**config.mk**
```make
export PLATFORM = sky130hd
export DESIGN_NAME = lsq_writeback
export DESIGN_NICKNAME = d
export VERILOG_FILES = /design/src/rtl/lsq_writeback.sv
export SDC_FILE = /design/constraint.sdc
export NUM_CORES = 1
export LEC_CHECK = 0
export CAP_MARGIN = 20
export CORE_ASPECT_RATIO = 1.5
export CORE_UTILIZATION = 59
export CTS_CLUSTER_SIZE = 14
export DETAILED_ROUTE_END_ITERATION = 8
export GPL_TIMING_DRIVEN = 0
export HOLD_SLACK_MARGIN = 0.02
export MAX_ROUTING_LAYER = met4
export PLACE_DENSITY = 0.82
export SETUP_SLACK_MARGIN = 0.1
export SKIP_LAST_GASP = 1
export SLEW_MARGIN = 20
export SYNTH_ARGS = -nofsm -noshare
export SYNTH_HDL_FRONTEND = slang
export SYNTH_SLANG_ARGS = --single-unit
```
**constraint.sdc**
```tcl
create_clock -name clk -period 7.93 [get_ports clk]
set_input_delay 1.1895 -clock clk [delete_from_list [all_inputs] [get_ports clk]]
set_output_delay 1.1895 -clock clk [all_outputs]
set_load 0.01 [all_outputs]
```
**src/rtl/lsq_writeback.sv**
```systemverilog
// Load/store queue writeback: buffers completion pulses and serialises each entry
// into eight per-lane memory accesses, forwarding load data to the register file.
module lsq_writeback #(
  parameter int DATA_WIDTH = 16,
  parameter int ADDR_WIDTH = 8,
  parameter int FIFO_DEPTH = 4
) (
  input  logic                    clk,
  input  logic                    reset,
  input  logic                    done_bit_q,
  input  logic                    instr_bit_out_q,
  input  logic [1:0]              warp_num_out_q,
  input  logic [3:0]              dest_reg_out_q,
  input  logic [8*ADDR_WIDTH-1:0] addr_out_q,
  input  logic [7:0]              thread_mask_q,
  input  logic [8*DATA_WIDTH-1:0] reg_data_q,
  output logic [ADDR_WIDTH-1:0]   mem_addr,
  output logic                    mem_rd_en,
  output logic                    mem_wr_en,
  output logic [DATA_WIDTH-1:0]   mem_wr_data,
  input  logic [DATA_WIDTH-1:0]   mem_rd_data,
  output logic                    rf_wr_en,
  output logic [1:0]              rf_warp,
  output logic [3:0]              rf_reg,
  output logic [2:0]              rf_lane,
  output logic [DATA_WIDTH-1:0]   rf_wr_data,
  output logic                    wb_done,
  output logic [1:0]              wb_warp,
  output logic                    fifo_full,
  output logic                    busy,
  output logic                    overflow
);

  localparam int PTR_W = (FIFO_DEPTH > 1) ? $clog2(FIFO_DEPTH) : 1;
  localparam int CNT_W = $clog2(FIFO_DEPTH) + 1;

  typedef enum logic [1:0] {IDLE, ACCESS, DRAIN, DONE} state_t;

  state_t state_reg, state_next;
  logic [2:0] lane_reg, lane_next;

  logic                    fifo_instr [FIFO_DEPTH];
  logic [1:0]              fifo_warp  [FIFO_DEPTH];
  logic [3:0]              fifo_dest  [FIFO_DEPTH];
  logic [8*ADDR_WIDTH-1:0] fifo_addr  [FIFO_DEPTH];
  logic [7:0]              fifo_mask  [FIFO_DEPTH];
  logic [8*DATA_WIDTH-1:0] fifo_data  [FIFO_DEPTH];

  logic [PTR_W-1:0] wr_ptr_reg, wr_ptr_next;
  logic [PTR_W-1:0] rd_ptr_reg, rd_ptr_next;
  logic [CNT_W-1:0] count_reg, count_next;
  logic             overflow_reg, overflow_next;
  logic             push, pop, full_now;

  logic                    cur_instr_reg, cur_instr_next;
  logic [1:0]              cur_warp_reg, cur_warp_next;
  logic [3:0]              cur_dest_reg, cur_dest_next;
  logic [8*ADDR_WIDTH-1:0] cur_addr_reg, cur_addr_next;
  logic [7:0]              cur_mask_reg, cur_mask_next;
  logic [8*DATA_WIDTH-1:0] cur_data_reg, cur_data_next;

  logic [ADDR_WIDTH-1:0] addr_lane [8];
  logic [DATA_WIDTH-1:0] data_lane [8];
  logic                  lane_active;

  logic [ADDR_WIDTH-1:0] mem_addr_reg, mem_addr_next;
  logic                  mem_rd_en_reg, mem_rd_en_next;
  logic                  mem_wr_en_reg, mem_wr_en_next;
  logic [DATA_WIDTH-1:0] mem_wr_data_reg, mem_wr_data_next;
  logic                  rf_wr_en_reg, rf_wr_en_next;
  logic [1:0]            rf_warp_reg, rf_warp_next;
  logic [3:0]            rf_reg_reg, rf_reg_next;
  logic [2:0]            rf_lane_reg, rf_lane_next;
  logic                  wb_done_reg, wb_done_next;
  logic [1:0]            wb_warp_reg, wb_warp_next;
  logic                  fifo_full_reg, busy_reg;

  function automatic logic [PTR_W-1:0] ptr_inc(input logic [PTR_W-1:0] p);
    return (p == PTR_W'(FIFO_DEPTH - 1)) ? '0 : p + PTR_W'(1);
  endfunction

  // A full buffer still accepts a push when the head leaves in the same cycle.
  always_comb begin
    full_now      = (count_reg == CNT_W'(FIFO_DEPTH));
    pop           = (state_reg == IDLE) && (count_reg != '0);
    push          = done_bit_q && (!full_now || pop);
    wr_ptr_next   = push ? ptr_inc(wr_ptr_reg) : wr_ptr_reg;
    rd_ptr_next   = pop ? ptr_inc(rd_ptr_reg) : rd_ptr_reg;
    count_next    = count_reg + CNT_W'(push) - CNT_W'(pop);
    overflow_next = overflow_reg | (done_bit_q && full_now && !pop);
  end

  always_ff @(posedge clk) begin
    if (push) begin
      fifo_instr[wr_ptr_reg] <= instr_bit_out_q;
      fifo_warp[wr_ptr_reg]  <= warp_num_out_q;
      fifo_dest[wr_ptr_reg]  <= dest_reg_out_q;
      fifo_addr[wr_ptr_reg]  <= addr_out_q;
      fifo_mask[wr_ptr_reg]  <= thread_mask_q;
      fifo_data[wr_ptr_reg]  <= reg_data_q;
    end
  end

  always_comb begin
    cur_instr_next = cur_instr_reg;
    cur_warp_next  = cur_warp_reg;
    cur_dest_next  = cur_dest_reg;
    cur_addr_next  = cur_addr_reg;
    cur_mask_next  = cur_mask_reg;
    cur_data_next  = cur_data_reg;
    if (pop) begin
      cur_instr_next = fifo_instr[rd_ptr_reg];
      cur_warp_next  = fifo_warp[rd_ptr_reg];
      cur_dest_next  = fifo_dest[rd_ptr_reg];
      cur_addr_next  = fifo_addr[rd_ptr_reg];
      cur_mask_next  = fifo_mask[rd_ptr_reg];
      cur_data_next  = fifo_data[rd_ptr_reg];
    end
  end

  always_ff @(posedge clk or negedge reset) begin
    if (!reset) begin
      state_reg    <= IDLE;
      lane_reg     <= '0;
      wr_ptr_reg   <= '0;
      rd_ptr_reg   <= '0;
      count_reg    <= '0;
      overflow_reg <= 1'b0;
    end else begin
      state_reg    <= state_next;
      lane_reg     <= lane_next;
      wr_ptr_reg   <= wr_ptr_next;
      rd_ptr_reg   <= rd_ptr_next;
      count_reg    <= count_next;
      overflow_reg <= overflow_next;
    end
  end

  always_comb begin
    state_next = state_reg;
    lane_next  = lane_reg;
    case (state_reg)
      IDLE: begin
        if (pop) begin
          state_next = ACCESS;
          lane_next  = 3'd0;
        end
      end
      ACCESS: begin
        if (lane_reg == 3'd7) state_next = DRAIN;
        else                  lane_next  = lane_reg + 3'd1;
      end
      DRAIN:   state_next = DONE;
      DONE:    state_next = IDLE;
      default: state_next = IDLE;
    endcase
  end

  generate
    for (genvar gi = 0; gi < 8; gi++) begin : g_lane
      assign addr_lane[gi] = cur_addr_next[gi*ADDR_WIDTH +: ADDR_WIDTH];
      assign data_lane[gi] = cur_data_next[gi*DATA_WIDTH +: DATA_WIDTH];
    end
  endgenerate

  // Outputs are computed for the upcoming state so they land in the cycle that state is held.
  always_comb begin
    lane_active      = (state_next == ACCESS) && cur_mask_next[lane_next];
    mem_rd_en_next   = lane_active && !cur_instr_next;
    mem_wr_en_next   = lane_active && cur_instr_next;
    mem_addr_next    = lane_active ? addr_lane[lane_next] : '0;
    mem_wr_data_next = mem_wr_en_next ? data_lane[lane_next] : '0;
    rf_wr_en_next    = mem_rd_en_reg;
    rf_warp_next     = mem_rd_en_reg ? cur_warp_reg : '0;
    rf_reg_next      = mem_rd_en_reg ? cur_dest_reg : '0;
    rf_lane_next     = mem_rd_en_reg ? lane_reg : '0;
    wb_done_next     = (state_next == DONE);
    wb_warp_next     = wb_done_next ? cur_warp_reg : '0;
  end

  always_ff @(posedge clk or negedge reset) begin
    if (!reset) begin
      cur_instr_reg   <= 1'b0;
      cur_warp_reg    <= '0;
      cur_dest_reg    <= '0;
      cur_addr_reg    <= '0;
      cur_mask_reg    <= '0;
      cur_data_reg    <= '0;
      mem_addr_reg    <= '0;
      mem_rd_en_reg   <= 1'b0;
      mem_wr_en_reg   <= 1'b0;
      mem_wr_data_reg <= '0;
      rf_wr_en_reg    <= 1'b0;
      rf_warp_reg     <= '0;
      rf_reg_reg      <= '0;
      rf_lane_reg     <= '0;
      wb_done_reg     <= 1'b0;
      wb_warp_reg     <= '0;
      fifo_full_reg   <= 1'b0;
      busy_reg        <= 1'b0;
    end else begin
      cur_instr_reg   <= cur_instr_next;
      cur_warp_reg    <= cur_warp_next;
      cur_dest_reg    <= cur_dest_next;
      cur_addr_reg    <= cur_addr_next;
      cur_mask_reg    <= cur_mask_next;
      cur_data_reg    <= cur_data_next;
      mem_addr_reg    <= mem_addr_next;
      mem_rd_en_reg   <= mem_rd_en_next;
      mem_wr_en_reg   <= mem_wr_en_next;
      mem_wr_data_reg <= mem_wr_data_next;
      rf_wr_en_reg    <= rf_wr_en_next;
      rf_warp_reg     <= rf_warp_next;
      rf_reg_reg      <= rf_reg_next;
      rf_lane_reg     <= rf_lane_next;
      wb_done_reg     <= wb_done_next;
      wb_warp_reg     <= wb_warp_next;
      fifo_full_reg   <= (count_next == CNT_W'(FIFO_DEPTH));
      busy_reg        <= (state_next != IDLE);
    end
  end

  assign mem_addr    = mem_addr_reg;
  assign mem_rd_en   = mem_rd_en_reg;
  assign mem_wr_en   = mem_wr_en_reg;
  assign mem_wr_data = mem_wr_data_reg;
  assign rf_wr_en    = rf_wr_en_reg;
  assign rf_warp     = rf_warp_reg;
  assign rf_reg      = rf_reg_reg;
  assign rf_lane     = rf_lane_reg;
  // Read data arrives one cycle after the strobe; the registered enable qualifies it.
  assign rf_wr_data  = rf_wr_en_reg ? mem_rd_data : '0;
  assign wb_done     = wb_done_reg;
  assign wb_warp     = wb_warp_reg;
  assign fifo_full   = fifo_full_reg;
  assign busy        = busy_reg;
  assign overflow    = overflow_reg;

endmodule

```
==> results of run 1 <==
power by group:
part	internal, mW	switching (mW)	leakage (nW)
Sequential	7.73	0.408	10.8
Clock	2.47	1.98	1.45
Combinational	2.95	4.52	5.39
Total	13.1	6.91	17.6
area by class of cell:
type                       count  area (µm²)  area share [%]
antenna                       14        35.0          0.0716
buffer                       119         638            1.30
clock buffer                 143        2720            5.56
clock inverter                34         253           0.517
inverter                      10        42.5          0.0870
multi-input combinational   1017        9310            19.0
sequential                  1089       31400            64.2
tap                          900        1130            2.30
timing repair buffer         305        3410            6.96
final timing paths:
check	to	start	slack (ns)	cells after the start
worst max-delay path	mem_wr_data[8]	rd_ptr_reg[1]	4.23	10
worst max register to register	mem_wr_data[8]	rd_ptr_reg[1]	4.23	10
worst min-delay path	cur_addr_reg[48]	reset	0.45	1
max in group asynchronous	cur_data_reg[43]	reset	6.26	3
worst min register to register	cur_data_reg[42]	cur_data_reg[42]	0.48	2
min in group clk	cur_data_reg[42]	cur_data_reg[42]	0.48	2
Yosys cell counts (all sizes together):
cell / instances
or3: 1
nor3b: 1
nor2b: 3
nand2b: 32
and3: 20
a31o: 1
inv: 10
a22oi: 1
dfrtp: 261
a21o: 2
clkbuf: 37
a221o: 1
or2: 1
and2: 30
o211ai: 48
buf: 82
mux2: 73
xor2: 1
fa: 1
edfxtp: 828
nand3: 2
ha: 8
a41o: 1
nor2: 86
o21ai: 5
o311ai: 16
mux2i: 23
nand2: 412
nor3: 12
a32o: 1
a21oi: 11
mux4: 215
a211oi: 8
xnor2: 1
cells in the final DEF, fill, tap and decap left out, types with 16 or more instances in the layout:
cell type,synthesis,layout
mux2i_1,23,23
nand2_1,411,411
buf_4,20,20
and3_1,20,16
clkbuf_16,0,96
clkdlybuf4s50_1,0,282
mux2_2,58,58
nor2_1,86,86
mux4_2,215,215
o211ai_1,48,48
buf_2,45,45
dfrtp_1,261,261
clkbuf_1,37,70
and2_1,30,30
edfxtp_1,828,828
buf_16,0,17
nand2b_1,32,32
layer usage:
layer / vias to the layer above / global-route usage (%) / part of all wire [%]
li1: 9371 / - / -
met1: 11400 / 35.2 / 36
met2: 1034 / 48.8 / 53
met3: 230 / 4.18 / 6.9
met4: 0 / 12.8 / 4.3
met5: - / - / 0
per-stage QoR:
stage                     utilization (%)  std cells  power, mW  area, µm²  worst slack [ns]
after detailed placement             66.3       3440       15.6      45900              4.27
after CTS                            70.6       3617       20.1      48900              4.27
after global routing                 70.6       3629       20.9      48900              4.18
after floorplan                         -       2235       13.0      41400              1.39
after global placement               65.5       3418       15.5      45300             -5.64
final                                70.7       3631       20.1      48900              4.23
cell families after synthesis:
family | share of synthesized area [%]
compound gates | 1.72
simple gates | 6.05
fa+ha+maj | 0.290
mux | 14.3
buf+inv | 1.65
flops | 75.9
xor+xnor | 0.0424
==> flow_summary_export.csv, run 1 <==
group,metric,value,unit
layout,drive_above_1_share,19.2,%
synthesis,syn_area_per_cell,18.5,µm²
clock_network,cts_buffer_depth,3,
synthesis,yosys.area.top_type_share,60.1,%
grt,antenna_found_initial,12,
floorplanning,num_rows,118,
sta,slew_violations,0,
worst_setup_path,cp_cell_sequence,"buf_4 > buf_2 > buf_2 > clkbuf_1 > mux4_2 > nand2_1 > nand2_1 > o211ai_1 > o311ai_0 > and3_1",
sta,timing.fmax,0.270,GHz
synthesis,synth_top_cell_by_area,"edfxtp_1",
worst_setup_path,worstSetupPathType,"flop to flop",
min_path,hp-class,"input port to async pin",
sta,slew_headroom,38.7,%
clock_network,cts_tree,"yes",
placement,port_buffers,283,
floorplanning,num_io_pins,284,
power_and_ir_drop,powerDensity,410,mW/mm²
power_and_ir_drop,leakagePower,17.6,nW
synthesis,syn_nets,2470,
floorplanning,die_w,218,µm
grt,grt_pass1_wl,145,mm
clock_network,cts.clk_slew.worst_paths,0.07,ns
routing,dr_total_vias,22100,
worst_setup_path,crit_path_max_incr_delay,0.54,ns
clock_network,root_buffer,"clkbuf_16",
worst_setup_path,worstSetupStartpointType,"flop",
clock_network,clock_latency,0.67,ns
layout,n_fill_cell,4126,
floorplanning,start_util,59.7,%
routing,viasPerCell,6.08,
grt,grt_overflow,0,
grt,gr-usage-all-layers,29.1,%
floorplanning,die_y,326,µm
floorplanning,core_area,0.0692,mm²
power_and_ir_drop,ir_drop,0.232,mV
routing,drc,0,
synthesis,synth_area_leaders,"edfxtp_1 60%, dfrtp_1 16%, mux4_2 12%",
synthesis,netlist_instances,2235,
routing,drtPass1Iterations,5,
routing,wire_per_inst,26.8,µm
sta,timing.hold.ws,0.450,ns
worst_setup_path,crit_fanout,10,
worst_setup_path,worstPathRequired,8.49,ns
layout,final_nets,2873,
synthesis,ys_ff_latch,1089,
sta,hold_viol_final,0,
worst_setup_path,path_buf_inv,4,
clock_network,clock_sinks,1089,
clock_network,cts_setup_buffers,0,
clock_network,htree_levels,3,
sta,period_needed,3.70,ns
floorplanning,die-area,0.0712,mm²
worst_setup_path,cpMaxStageDelayCell,"clkbuf_1",
sta,finClkSkew,0.0275,ns
layout,syn_to_final_growth,18.3,%
flow_run,maxCapViolCount,0,
routing,ant_nets,0,
worst_setup_path,critPathArrivalTime,4.25,ns
synthesis,yosys_warnings,0,
synthesis,synth.distinct_cells,45,
worst_setup_path,end_kind,"flop",
run_status,status,"completed",
clock_network,cts_buffers,96,
clock_network,cts_resized,0,
synthesis,syn_area,0.0414,mm²
sta,rsz0062_at_grt,"no",
routing,drt_iter0_markers,2272,
synthesis,seq_area_frac_synth,75.9,%
layout,largest_register_ffs,512,
sta,worst_pin_slew,0.919,ns
placement,place.gp.congestion,0.930,
sta,setup-tns-final,0,ns
sta,setup-violations-final,0,
worst_setup_path,path_delay_family,"buffers and inverters",
grt,grt_max_degree,86,
placement,hpwl,66.4,mm
sta,period_share,46.6,%
grt,grt_pass1_vias,23200,
routing,wl,97.5,mm
clock_network,ctsHoldBuffers,0,
Note: power is estimated with default switching activity, not from simulation.
==> inputs of run 2 (changes only) <==
==> constraint.sdc (replaced) <==
create_clock -name clk -period 3.7 [get_ports clk]
set_input_delay 0.555 -clock clk [delete_from_list [all_inputs] [get_ports clk]]
set_output_delay 0.555 -clock clk [all_outputs]
set_load 0.01 [all_outputs]
==> run 2 against run 1 <==
Effect of this change:
- clock skew decreased by 0.0068 ns
- die area unchanged
- critical path depth unchanged
- largest power group unchanged
- worst hold slack improved by 0.020 ns
- critical endpoint is now mem_wr_data[14]
- combinational power is 110% higher
- first-iteration DRC count is 14% lower
- global-route usage decreased by 0.13 points
- flip-flop and latch count is the same
- non-clock buffer count unchanged
- power is 110% higher
- via count is 1.5% lower
==> flow_summary_export.csv, run 2 (synthesis results as in run 1) <==
group,metric,value,unit
sta,period_needed,3.50,ns
clock_network,clock_latency,0.68,ns
clock_network,cts.clk_slew.worst_paths,0.06,ns
sta,setup-violations-final,0,
min_path,hp-class,"input port to async pin",
floorplanning,core_area,0.0692,mm²
floorplanning,start_util,59.7,%
placement,place.gp.congestion,0.899,
sta,hold_viol_final,0,
worst_setup_path,reg2regPathDepth,10,
layout,largest_register_ffs,512,
layout,n_fill_cell,4223,
worst_setup_path,r2r-start,"rd_ptr_reg[1]",
power_and_ir_drop,leakagePower,17.7,nW
layout,final_cell_mix,"828 x edfxtp_1, 411 x nand2_1, 282 x clkdlybuf4s50_1",
clock_network,cts_tree,"yes",
worst_setup_path,reg2reg_to,"mem_wr_data[14]",
flow_run,maxCapViolCount,0,
sta,finClkSkew,0.0208,ns
grt,antenna_found_initial,10,
layout,syn_to_final_growth,18.5,%
run_status,status,"completed",
grt,grt_pass1_wl,144,mm
worst_setup_path,end_kind,"flop",
clock_network,root_buffer,"clkbuf_16",
layout,final_area,0.0490,mm²
routing,drt_iter0_markers,1952,
floorplanning,num_io_pins,284,
worst_setup_path,worstPathRequired,4.26,ns
worst_setup_path,worstSetupStartpointType,"flop",
worst_setup_path,cpMaxStageDelayCell,"o211ai_1",
clock_network,cts_buffer_depth,3,
sta,period_share,94.6,%
routing,ant_nets,0,
clock_network,cts_buffers,96,
floorplanning,die_y,326,µm
worst_setup_path,crit_fanout,10,
grt,gr-usage-all-layers,29.0,%
grt,grt_max_degree,92,
clock_network,cts_setup_buffers,0,
grt,grt_overflow,0,
worst_setup_path,worstSetupPathType,"flop to flop",
layout,final_common_cell,"edfxtp_1",
worst_setup_path,ff2ff_setup_slack,0.20,ns
layout,final_nets,2873,
worst_setup_path,startpoint,"rd_ptr_reg[1]",
power_and_ir_drop,report.power.total,43.1,mW
worst_setup_path,cp_cell_sequence,"buf_4 > buf_2 > buf_2 > clkbuf_2 > mux4_2 > nand2_1 > nand2_1 > o211ai_1 > o311ai_0 > and3_1",
layout,drive_above_1_share,19.7,%
placement,hpwl,66.4,mm
power_and_ir_drop,powerDensity,879,mW/mm²
routing,dr_total_vias,21700,
routing,wire_per_inst,26.6,µm
routing,viasPerCell,5.98,
worst_setup_path,crit_path_max_incr_delay,0.50,ns
placement,place_ws,0.00602,ns
sta,setup-tns-final,0,ns
routing,wl,96.8,mm
floorplanning,num_rows,118,
grt,grt_pass1_vias,23100,
clock_network,htree_levels,3,
sta,slew_headroom,38.5,%
sta,worst_pin_slew,0.922,ns
worst_setup_path,path_delay_family,"buffers and inverters",
sta,setup_ws,0.201,ns
floorplanning,die-area,0.0712,mm²
routing,drc,0,
sta,timing.fmax,0.286,GHz
sta,slew_violations,0,
floorplanning,die_w,218,µm
power_and_ir_drop,ir_drop,0.516,mV
routing,drtPass1Iterations,5,
placement,placed_cell_area,0.0459,mm²
placement,port_buffers,283,
worst_setup_path,path_buf_inv,4,
worst_setup_path,critPathArrivalTime,4.06,ns
clock_network,clock_sinks,1089,
sta,rsz0062_at_grt,"no",
## run 2: cell types whose count changed in the layout (fill, tap and decap cells not counted), sizes merged
cell         before  now
clkbuf          180  190
clkinv           26   19
inv              14   17
buf             105  104
bufinv            3    2
diode            14   13
dlygate4sd3       0    1
## run 2: final cells by class
class	count	area, µm²	share of cell area [%]
clock inverters	29	241	0.493
well taps	900	1130	2.30
repair buffers	306	3410	6.95
multi-input cells	1017	9310	19.0
inverters	10	42.5	0.0868
clock buffers	153	2830	5.78
plain buffers	118	639	1.30
flip-flops and latches	1089	31400	64.0
diodes	13	32.5	0.0664
## run 2: worst register-to-register path: stages, from the launching register on
cell and delay [ns]:
dfrtp_1 0.35, buf_4 0.20, buf_2 0.42, buf_2 0.46
clkbuf_2 0.39, mux4_2 0.37, nand2_1 0.08, nand2_1 0.11
o211ai_1 0.50, o311ai_0 0.28, and3_1 0.23
## run 2: report_power, final
group / switching (mW) / total (mW) / internal (mW)
Sequential: 0.865 / 17.4 / 16.6
Clock: 4.33 / 9.76 / 5.42
Combinational: 9.60 / 15.9 / 6.31
## run 2: routing by layer
metal | GRT usage, % | vias up | wire length, µm
met4 | 10.9 | 0 | 3300
met5 | - | - | 0
met3 | 3.55 | 165 | 5420
met2 | 49.0 | 849 | 51800
met1 | 35.9 | 11400 | 36200
li1 | - | 9369 | -
## run 2: worst max-delay path by stage
stage / end / slack, ns / depth (start not counted)
finish: mem_wr_data[14] / 0.20 / 10
global placement: cur_data_reg[14] / -9.30 / 1
global route: mem_wr_data[15] / 0.09 / 10
CTS: mem_wr_data[6] / 0.12 / 10
detailed placement: mem_wr_data[14] / 0.006 / 10
floorplan: fifo_addr[0][0] / -0.25 / 4
## run 2: timing repair
item / CTS / global route
endpoints found under the hold margin: 89 / 0
endpoints found under the setup margin: 3 / 8
pin swaps: 0 / 0
resized for setup: 1 / 9
hold buffers: 1 / 0
## run 2: per-stage QoR
stage	std cells	util (%)	hold slack, ns
global placement	3418	65.5	0.451
finish	3635	70.8	0.470
global route	3631	70.8	0.496
detailed placement	3440	66.3	0.459
CTS	3622	70.7	0.475
floorplan	2235	-	0.259
